==> config.mk <==
export PLATFORM = sky130hd
export DESIGN_NAME = morse_sequencer
export DESIGN_NICKNAME = d
export VERILOG_FILES = /design/src/rtl/morse_sequencer.sv
export SDC_FILE = /design/constraint.sdc
export NUM_CORES = 1
export LEC_CHECK = 0
export CAP_MARGIN = 20
export CORE_ASPECT_RATIO = 0.75
export CORE_MARGIN = 4
export CORE_UTILIZATION = 30
export DETAILED_ROUTE_END_ITERATION = 12
export DONT_BUFFER_PORTS = 1
export PLACE_DENSITY_LB_ADDON = 0.2
export SLEW_MARGIN = 15
export SYNTH_ARGS = -nofsm -noshare
export SYNTH_HDL_FRONTEND = slang
export SYNTH_SLANG_ARGS = --single-unit
==> constraint.sdc <==
create_clock -name clk -period 2.65 [get_ports clk]
set_input_delay 0.53 -clock clk [delete_from_list [all_inputs] [get_ports clk]]
set_output_delay 0.53 -clock clk [all_outputs]
set_load 0.005 [all_outputs]
==> src/rtl/morse_sequencer.sv <==
// Morse symbol sequencer: plays a packed dot/dash/letter-gap pattern as a
// timed tone. The unit length is a latched, runtime-programmable number of clocks.
// A start/busy/done handshake frames each playback, and abort cancels it.
module morse_sequencer #(
  parameter int MAX_SYM    = 5,
  parameter int DIV_W      = 25,
  parameter int DASH_UNITS = 3,
  parameter int GAP_UNITS  = 3
) (
  input  logic                         clk,
  input  logic                         reset,
  input  logic                         start,
  input  logic                         abort,
  input  logic [2*MAX_SYM-1:0]         pattern,
  input  logic [DIV_W-1:0]             div,
  output logic                         tone,
  output logic                         is_dash,
  output logic                         busy,
  output logic                         done,
  output logic [$clog2(MAX_SYM+1)-1:0] sym_idx
);

  localparam int PAT_W     = 2 * MAX_SYM;
  localparam int SYM_W     = $clog2(MAX_SYM + 1);
  localparam int MAX_UNITS = (DASH_UNITS > GAP_UNITS) ? DASH_UNITS : GAP_UNITS;
  localparam int UNIT_W    = $clog2(MAX_UNITS + 1);

  typedef enum logic [2:0] {
    S_IDLE,
    S_FETCH,
    S_TONE,
    S_SPACE,
    S_DONE
  } state_t;

  state_t             state;
  state_t             state_next;
  logic [PAT_W-1:0]   shreg;
  logic [DIV_W-1:0]   div_q;
  logic [DIV_W-1:0]   presc;
  logic [UNIT_W-1:0]  units;
  logic               dash_q;
  logic [1:0]         code;
  logic               timed;
  logic               tick;
  logic               last_unit;
  logic               fetch_end;

  // The symbol under decode always sits in the top pair of the shift register.
  assign code      = shreg[PAT_W-1 -: 2];
  assign timed     = (state == S_TONE) || (state == S_SPACE);
  assign tick      = timed && (presc == div_q);
  assign last_unit = tick && (units == UNIT_W'(1));
  assign fetch_end = (sym_idx == SYM_W'(MAX_SYM)) || (code == 2'b00);

  // State register with synchronous active-low reset.
  always_ff @(posedge clk) begin
    // NOTE: sequential state uses non-blocking assignments so every register
    // samples pre-edge values, independent of process ordering.
    if (!reset) state <= S_IDLE;
    else        state <= state_next;
  end

  // Next-state decode; abort cancels any active playback.
  always_comb begin
    // NOTE: default first so every path assigns state_next and no latch is inferred.
    state_next = state;
    if (state == S_IDLE) begin
      if (start && !abort) state_next = S_FETCH;
    end else if (abort) begin
      state_next = S_IDLE;
    end else begin
      unique case (state)
        S_FETCH: begin
          if (fetch_end)             state_next = S_DONE;
          else if (code == 2'b11)    state_next = S_SPACE;
          else                       state_next = S_TONE;
        end
        S_TONE:  if (last_unit) state_next = S_SPACE;
        S_SPACE: if (last_unit) state_next = S_FETCH;
        S_DONE:  state_next = S_IDLE;
        default: state_next = S_IDLE;
      endcase
    end
  end

  // Datapath: latched pattern/divider, prescaler, unit counter, symbol count.
  always_ff @(posedge clk) begin
    if (!reset) begin
      shreg   <= '0;
      div_q   <= '0;
      presc   <= '0;
      units   <= '0;
      dash_q  <= 1'b0;
      sym_idx <= '0;
    end else begin
      // Prescaler restarts on every entry to a timed state so each unit is
      // exactly div_q+1 cycles long.
      if (timed && (state_next == state)) presc <= tick ? '0 : presc + DIV_W'(1);
      else                                presc <= '0;

      unique case (state)
        S_IDLE: begin
          if (start && !abort) begin
            shreg   <= pattern;
            div_q   <= div;
            sym_idx <= '0;
          end
        end
        S_FETCH: begin
          // Consume the symbol only when it actually starts a tone or gap.
          if ((state_next == S_TONE) || (state_next == S_SPACE)) begin
            shreg   <= shreg << 2;
            sym_idx <= sym_idx + SYM_W'(1);
            dash_q  <= (code == 2'b10);
            unique case (code)
              2'b01:   units <= UNIT_W'(1);
              2'b10:   units <= UNIT_W'(DASH_UNITS);
              default: units <= UNIT_W'(GAP_UNITS);
            endcase
          end
        end
        S_TONE: begin
          // The last tone unit hands over a one-unit inter-element gap.
          if (tick) units <= last_unit ? UNIT_W'(1) : units - UNIT_W'(1);
        end
        S_SPACE: begin
          if (tick) units <= units - UNIT_W'(1);
        end
        default: ;
      endcase
    end
  end

  // Output decode straight from the current state.
  always_comb begin
    tone    = (state == S_TONE);
    is_dash = (state == S_TONE) && dash_q;
    busy    = (state != S_IDLE);
    done    = (state == S_DONE);
  end

endmodule

Word level (Yosys, flattened, before mapping):

Cells that the tools add are included.
Widths: inputs -> output; s select.

* word-level logic and storage cells: 68
* output and inout bits: 7
* register bits: 69
* bits of input ports: 39

* equality and inequality tests: 17
* bitwise operators: 2
* add/sub/neg operators: 3
* reduce and logical (&&, ||, !) cells: 19
* muxes and demuxes: 20

Operators with widths (number)
* $add 25x1->25 const B: 1
* $eq 25x25->1: 1
* $mux 3: 8
* $mux 10: 2
* $pmux 10 s2: 1
* $eq 3x2->1 const B: 4
* $mux 2: 5
* $pmux 3 s3: 1
* $eq 3x3->1 const B: 2
* $pmux 2 s3: 1
* $pmux 3 s2: 1
* $reduce_bool 3->1: 2
* $logic_and 1x1->1: 5
* $eq 2x1->1 const B: 2
* $eq 2x2->1 const B: 2
* $ne 2x1->1 const B: 2
* $ne 2x2->1 const B: 2
* $reduce_and 2->1: 2
* $reduce_and 4->1: 1
* $add 3x1->3 const B: 1
* $eq 3x1->1 const B: 1
* $eq 3x3->1: 1
* $logic_not 3->1: 1
* $logic_or 1x1->1: 3
* 8 further kinds: 9

Longest topological paths before layout:

Gate-level depths: netlist of run 1.

* depth after elaboration: 12
* depth in mapped cells: 9
* gate-level depth less buffers: 7

Worst setup path before layout of run 1:

Ideal clock, no wire load.

* kind: register to register
* start: register presc[18]
* end: register presc[10]
* period minus slack after synthesis: 1.794 ns
* required time: 2.533 ns
* slack: 0.856 ns
* data arrival time: 1.677 ns
* stages on the path, launching flop included: 8
* path buffers: 2
* setup time: 0.117 ns
* cells stage by stage: dfxtp_1 clkbuf_1 xor2_1 nor4_1 nand4_1 o21ai_1 buf_2 nor2_1

* cells in the longest elaborated chain, start to end: 11
* elaborated cells between the ends (all ways): 12

RTL lines
* from (decl): line 40 `logic [DIV_W-1:0] presc;`
* from (signal assigned): line 99 `if (timed && (state_next == state)) presc <= tick ? '0 : presc + DIV_W'(1);`
* $eq 25x25->1 (*): line 52 `assign tick = timed && (presc == div_q);`
* $logic_and 1x1->1 (*): line 52
* $logic_and 1x1->1: line 53 `assign last_unit = tick && (units == UNIT_W'(1));`
* $mux 3 (on tied branches): line 80, 79
* $pmux 3 s3: line 73 `unique case (state)`
* $mux 3: line 70 `end else if (abort) begin`
* $mux 3: line 68 `if (state == S_IDLE) begin`
* $eq 3x3->1: line 99
* $logic_and 1x1->1: line 99
* $not 1->1 (no line)
* $reduce_or 3->1 (no line) (*)

Every way passes the cells marked *; elsewhere a longest branch is shown, timed or not.
A chain may end at the register's enable or synchronous reset.

Worst setup path in the final report of run 1:

* start: register state[0]
* end: register div_q[18]

* cells in the longest elaborated chain, start to end: 2

RTL lines
* from (decl): line 36 `state_t state;`
* from (signal assigned): line 61 `else state <= state_next;`
* $logic_not 3->1: line 102 `unique case (state)`
* $reduce_and 2->1 (no line)
* to (signal assigned): line 106 `div_q <= div;`
* to (decl): line 39 `logic [DIV_W-1:0] div_q;`

Every way passes these cells.

==> summary.txt, run 1 <==
wire length of the first global-routing pass -> 12100 um
Cell Area, Synth -> 3190 um2
Leak Pwr -> 1.35 nW
post-synthesis instance total -> 374
final-report hold violation count -> 0
Worst Hold Margin -> 0.331 ns
Pwr Density -> 696 nW/um2
number of synthesized register bits -> 69
worst skew pair latency -> 0.33 ns
mean cell area of the mapped netlist -> 8.54 um2
post-cts gate resize count -> 0
placeable core area -> 10300 um2
proportion of synthesized chip area in sequential cells -> 43.3%
number of failing setup endpoints in the final timing report -> 0
initial standard-cell utilization of the core -> 30.9%
Total Nets Final -> 416
pin count of the biggest net entering global routing -> 30
maximum fanout along the worst path -> 15
upper clock frequency limit -> 469 MHz
fillcell total -> 1099
pin slew with the least headroom to its limit -> 0.732 ns
final core utilization -> 35.3%
post-synth top area cell -> sky130_fd_sc_hd__dfxtp_1
GR Overflow Total -> 0
final RePlAce weighted congestion -> 0.717
worst clock skew on the final layout -> 0.00517 ns
Synth-to-Final Area Change -> 14.3%
Setup TNS Final -> 0 ns
syn_nets -> 417
height of the die -> 97.3 um
sort of element at the start of the critical path -> register
Post-DP HPWL -> 5330 um
Yosys Warn Count -> 0
TritonCTS Sinks -> 69
minimum clock period after layout -> 2.13 ns
port bufs -> 0
vias in the first global route -> 2360
slew margin rel. -> 51.2%
Overall Global Routing Usage -> 12.5%
ratio of routed vias to standard cells -> 4.75
Crit Path Category -> reg2reg
number of max-slew violations in the final report -> 0
part of the cycle the worst path needs -> 80.5%
number of vias after detailed routing -> 2440
Critical Path RT -> 2.84 ns
DRT Wirelength -> 7270 um
full die area -> 12400 um2
Async SR Flop Fraction -> 0%
Top FF cell, synth -> sky130_fd_sc_hd__dfxtp_1
initial antenna violation count -> 0
element type at the critical path end -> register
class of the tightest hold or removal check -> in2reg
number of buffers created by CTS -> 9
number of antenna cells inserted -> 0
number of buffers on the longest clock path -> 2
routed wire length per instance -> 14.1 um
number of synthesized flops with an enable pin -> 0
number of max-capacitance violations reported -> 0
Pre-antenna DRT Iters -> 4
post-synth top area share -> 43.3%
setup repair after global routing missed its margin -> false
Unique masters post-synth -> 42
antenna viol nets, final -> 0
number of top-level design ports -> 46
fraction of final layout cells with drive strength greater than 1 -> 7.67%
Cell Rows -> 32
clock tree root driver cell -> sky130_fd_sc_hd__clkbuf_16
worst vdd ir -> 0.328 mV
top area cells in the synthesized netlist -> sky130_fd_sc_hd__dfxtp_1 (43%), sky130_fd_sc_hd__xor2_1 (7.7%), sky130_fd_sc_hd__nand2_1 (7.4%), sky130_fd_sc_hd__xnor2_1 (5.8%), sky130_fd_sc_hd__nor2_1 (5.3%)
clock tree from TritonCTS -> yes
result of the run -> finished, final reports clean
count of routing violations after the opening detailed-route iteration -> 154
buffers inserted by post-CTS timing repair -> 0
hold_buf cts -> 0
remaining design rule violation count -> 0
CTS H-tree depth -> 3
Worst Path Arrival -> 2.32 ns
clock-pin slew on the worst setup and hold paths -> 0.05 ns
DIE WIDTH -> 127 um
-- Yosys cell counts, drive strengths merged, types with 2 or more instances --
library cell / number
xnor2: 21
ha: 4
nor2: 45
nand2b: 3
mux2i: 9
dfxtp: 69
or3: 4
xor2: 28
a211oi: 8
nor3: 4
nor3b: 5
nand2: 64
nand3b: 3
clkbuf: 9
and4: 5
inv: 7
buf: 10
nor4: 5
nand4: 12
or3b: 2
a21oi: 28
nand3: 14
-- metrics by stage --
step | worst slack (ns) | cells | total power [mW] | area (um2)
floorplan | 0.856 | 374 | 1.23 | 3190
global placement | 0.545 | 498 | 1.26 | 3320
detailed placement | 0.507 | 498 | 1.27 | 3320
CTS | 0.495 | 514 | 2.58 | 3650
global route | 0.378 | 514 | 2.65 | 3650
finish | 0.518 | 514 | 2.54 | 3650
-- path summary, 6_finish.rpt --
path | cells past startpoint | slack, ns | end | start
worst max-delay path | 5 | 0.52 | div_q[18]$_SDFFE_PN0P_ | state[0]$_SDFF_PN0_
worst min register to register | 2 | 0.46 | dash_q$_SDFFE_PN0P_ | dash_q$_SDFFE_PN0P_
worst min-delay path | 1 | 0.33 | units[0]$_SDFFE_PN0P_ | reset
worst max register to register | 5 | 0.52 | div_q[18]$_SDFFE_PN0P_ | state[0]$_SDFF_PN0_
-- cells by family after synthesis --
group | synth area share [%]
xor+xnor | 13.4
buf+inv | 3.92
simple gates | 25.6
mux | 3.17
fa+ha+maj | 1.57
compound gates | 9.01
flops | 43.3
-- where the power goes --
part	switching, mW	leakage [nW]	total [mW]	internal [mW]
logic	0.0917	0.624	0.149	0.0573
registers	0.0228	0.560	1.09	1.07
clock network	0.428	0.163	1.30	0.871
-- final cells by class --
cell class	count	area (um2)	share of cell area, %
multi-input cells	279	1690	46.4
flip-flops and latches	69	1380	37.9
clock buffers	12	256	7.03
well taps	136	170	4.66
clock inverters	4	70.1	1.92
repair buffers	7	52.6	1.44
inverters	7	26.3	0.720
-- cells in the final DEF, fill, tap and decap left out, types with 2 or more instances in the layout --
cell type / count
sky130_fd_sc_hd__nand4_1: 12
sky130_fd_sc_hd__xor2_1: 28
sky130_fd_sc_hd__ha_1: 4
sky130_fd_sc_hd__nand2b_1: 3
sky130_fd_sc_hd__xnor2_1: 21
sky130_fd_sc_hd__mux2i_1: 9
sky130_fd_sc_hd__buf_4: 7
sky130_fd_sc_hd__bufinv_16: 2
sky130_fd_sc_hd__or3_1: 4
sky130_fd_sc_hd__clkbuf_16: 9
sky130_fd_sc_hd__nor3_1: 4
sky130_fd_sc_hd__nor3b_1: 4
sky130_fd_sc_hd__nand2_1: 63
sky130_fd_sc_hd__nor4_1: 4
sky130_fd_sc_hd__nor2_1: 45
sky130_fd_sc_hd__a211oi_2: 2
sky130_fd_sc_hd__inv_1: 7
sky130_fd_sc_hd__nand3b_1: 3
sky130_fd_sc_hd__clkbuf_8: 2
sky130_fd_sc_hd__a211oi_1: 6
sky130_fd_sc_hd__nand3_1: 14
sky130_fd_sc_hd__clkinv_2: 2
sky130_fd_sc_hd__a21oi_1: 28
sky130_fd_sc_hd__and4_1: 5
sky130_fd_sc_hd__or3b_1: 2
sky130_fd_sc_hd__dfxtp_1: 69
-- registers in the layout (all words and copies together), names as in the netlist --
name,flops
dash_q,1
div_q,25
presc,25
shreg,10
state,3
sym_idx,3
units,2
-- layer usage --
| layer | up-vias | wire [um] | GRT usage [%] | part of all wire, % |
|---|---|---|---|---|
| met5 | - | 0 | 0 | 0 |
| met4 | 0 | 89 | 4.70 | 1.2 |
| met3 | 7 | 314 | 4.45 | 4.3 |
| met2 | 38 | 3100 | 17.9 | 43 |
| met1 | 1132 | 3770 | 17.1 | 52 |
| li1 | 1263 | - | - | - |
-- worst max-delay path, cell delays in order, from the launching register on --
cell and delay (ns):
sky130_fd_sc_hd__dfxtp_1 0.36, sky130_fd_sc_hd__or3_1 0.44, sky130_fd_sc_hd__or3b_1 0.70, sky130_fd_sc_hd__buf_4 0.34, sky130_fd_sc_hd__nand2_1 0.08, sky130_fd_sc_hd__a21oi_1 0.06
No activity file was read; power rests on OpenSTA's default activity.
==> run 2, diff against run 1 <==
==> constraint.sdc (replaced) <==
create_clock -name clk -period 2.2 [get_ports clk]
set_input_delay 0.44 -clock clk [delete_from_list [all_inputs] [get_ports clk]]
set_output_delay 0.44 -clock clk [all_outputs]
set_load 0.005 [all_outputs]
==> run 2 against run 1 <==
Compared with the run above: register-to-register slack lost 0.31 ns; combinational power grew 31%; maximum frequency grew 7.0%; clock skew grew 0.0013 ns; critical path depth grew 2; hold slack lost 0.094 ns; die area is the same; power grew 21%; clock power grew 21%; first-iteration DRC count shrank 53%; via count grew 1.4%; non-clock buffer count grew 4.
==> summary.txt, run 2 (synthesis gave the netlist of run 1 again) <==
result of the run -> finished, final reports clean (unchanged)
worst vdd ir -> 0.358 mV (was 0.328 mV)
number of antenna cells inserted -> 0 (unchanged)
hold_buf cts -> 0 (unchanged)
Crit Path Category -> reg2reg (unchanged)
wire length of the first global-routing pass -> 12400 um (was 12100 um)
number of failing setup endpoints in the final timing report -> 0 (unchanged)
Total Nets Final -> 420 (was 416)
registers with the highest flip-flop counts -> div_q (25), presc (25), shreg (10) (unchanged)
number of cells on the worst hold path -> 2 (was 1)
height of the die -> 97.3 um (unchanged)
Cell Area, Placed -> 3390 um2 (was 3320 um2)
Setup TNS Final -> 0 ns (unchanged)
initial antenna violation count -> 0 (unchanged)
Leak Pwr -> 1.39 nW (was 1.35 nW)
Critical Path RT -> 2.45 ns (was 2.84 ns)
number of buffers created by CTS -> 9 (unchanged)
buffers inserted by post-CTS timing repair -> 0 (unchanged)
Final Cell Area -> 3720 um2 (was 3650 um2)
upper clock frequency limit -> 502 MHz (was 469 MHz)
Post-DP HPWL -> 5380 um (was 5330 um)
number of max-slew violations in the final report -> 0 (unchanged)
Pre-antenna DRT Iters -> 4 (unchanged)
initial standard-cell utilization of the core -> 30.9% (unchanged)
TritonCTS Sinks -> 69 (unchanged)
port bufs -> 0 (unchanged)
leading cell types in the layout, fill and taps excluded -> sky130_fd_sc_hd__dfxtp_1 (69), sky130_fd_sc_hd__nand2_1 (63), sky130_fd_sc_hd__nor2_1 (45) (unchanged)
most common cell after layout, fill and taps aside -> sky130_fd_sc_hd__dfxtp_1 (unchanged)
worst slack at placement -> 0.230 ns (was 0.507 ns)
count of routing violations after the opening detailed-route iteration -> 72 (was 154)
setup repair after global routing missed its margin -> false (unchanged)
clock tree root driver cell -> sky130_fd_sc_hd__clkbuf_16 (unchanged)
clock tree from TritonCTS -> yes (unchanged)
ratio of routed vias to standard cells -> 4.78 (was 4.75)
Overall Global Routing Usage -> 12.7% (was 12.5%)
vias in the first global route -> 2429 (was 2360)
worst skew pair latency -> 0.33 ns (about the same)
antenna viol nets, final -> 0 (unchanged)
remaining design rule violation count -> 0 (unchanged)
Pwr Density -> 830 nW/um2 (was 696 nW/um2)
Cell Rows -> 32 (unchanged)
routed wire length per instance -> 14.4 um (was 14.1 um)
cells along the critical path -> inv_1 -> ha_1 -> o2bb2ai_1 -> or3_1 -> nand2_8 -> nor2_1 -> a211oi_1 (was or3_1 -> or3b_1 -> buf_4 -> nand2_1 -> a21oi_1)
slew margin rel. -> 52.4% (was 51.2%)
Worst path slowest cell -> sky130_fd_sc_hd__or3_1 (was sky130_fd_sc_hd__or3b_1)
Synth-to-Final Area Change -> 16.4% (was 14.3%)
worst r2r path cells -> 7 (was 5)
final core utilization -> 36.0% (was 35.3%)
pin slew with the least headroom to its limit -> 0.712 ns (was 0.732 ns)
number of max-capacitance violations reported -> 0 (unchanged)
sort of element at the start of the critical path -> register (unchanged)
element type at the critical path end -> register (unchanged)
number of buffers on the longest clock path -> 2 (unchanged)
number of vias after detailed routing -> 2474 (was 2440)
DRT Wirelength -> 7480 um (was 7270 um)
DIE WIDTH -> 127 um (unchanged)
class of the tightest hold or removal check -> in2reg (unchanged)
number of top-level design ports -> 46 (unchanged)
placeable core area -> 10300 um2 (unchanged)
GR Overflow Total -> 0 (unchanged)
CTS H-tree depth -> 3 (unchanged)
maximum fanout along the worst path -> 17 (was 15)
final-report hold violation count -> 0 (unchanged)
part of the cycle the worst path needs -> 90.6% (was 80.5%)
full die area -> 12400 um2 (unchanged)
worst clock skew on the final layout -> 0.00652 ns (was 0.00517 ns)
max incr delay on CP -> 0.60 ns (was 0.70 ns)
clock-pin slew on the worst setup and hold paths -> 0.05 ns (about the same)
final RePlAce weighted congestion -> 0.745 (was 0.717)
minimum clock period after layout -> 1.99 ns (was 2.13 ns)
pin count of the biggest net entering global routing -> 30 (unchanged)
minimum setup slack in the final design -> 0.208 ns (was 0.518 ns)
fraction of final layout cells with drive strength greater than 1 -> 8.64% (was 7.67%)
Worst Path Arrival -> 2.24 ns (was 2.32 ns)
post-route total power -> 3.08 mW (was 2.54 mW)
post-cts gate resize count -> 0 (unchanged)
==> run 2: final cells by class <==
cell class,instances,area [um2]
repair buffers,11,120
multi-input cells,279,1690
inverters,7,26.3
flip-flops and latches,69,1380
well taps,136,170
clock buffers,12,256
clock inverters,4,70.1
fillers,1100,6610
==> run 2: report_power, final <==
part	internal (mW)	total, mW	switching (mW)
registers	1.29	1.32	0.0280
logic	0.0792	0.195	0.116
clock network	1.05	1.57	0.523
==> run 2: metal layers <==
| layer | part of all wire, % | global-route usage [%] | wire length, um |
|---|---|---|---|
| met4 | 1.7 | 4.70 | 125 |
| met5 | 0 | 0 | 0 |
| met2 | 42 | 18.4 | 3170 |
| met3 | 4.8 | 4.89 | 359 |
| met1 | 51 | 17.1 | 3820 |
==> run 2: metrics by stage <==
| stage | cells | hold slack (ns) |
|---|---|---|
| after floorplan | 374 | 0.427 |
| after global placement | 502 | 0.447 |
| after detailed placement | 502 | 0.445 |
| after CTS | 518 | 0.225 |
| after global routing | 518 | 0.222 |
| final | 518 | 0.238 |
==> run 2: worst max-delay path, delay by kind of cell (launching register included) <==
| kind | cells | cell delay, ns |
|---|---|---|
| simple gates | 3 | 0.88 |
| flops | 1 | 0.40 |
| compound gates | 2 | 0.39 |
| fa+ha+maj | 1 | 0.17 |
| buf+inv | 1 | 0.06 |
==> run 2: final timing paths <==
kind	start	to	slack, ns
max	sym_idx[1]$_SDFFE_PN0P_	shreg[3]$_SDFFE_PN0P_	0.21
min	div[7]	div_q[7]$_SDFFE_PN0P_	0.24
max reg2reg	sym_idx[1]$_SDFFE_PN0P_	shreg[3]$_SDFFE_PN0P_	0.21
min reg2reg	dash_q$_SDFFE_PN0P_	dash_q$_SDFFE_PN0P_	0.45
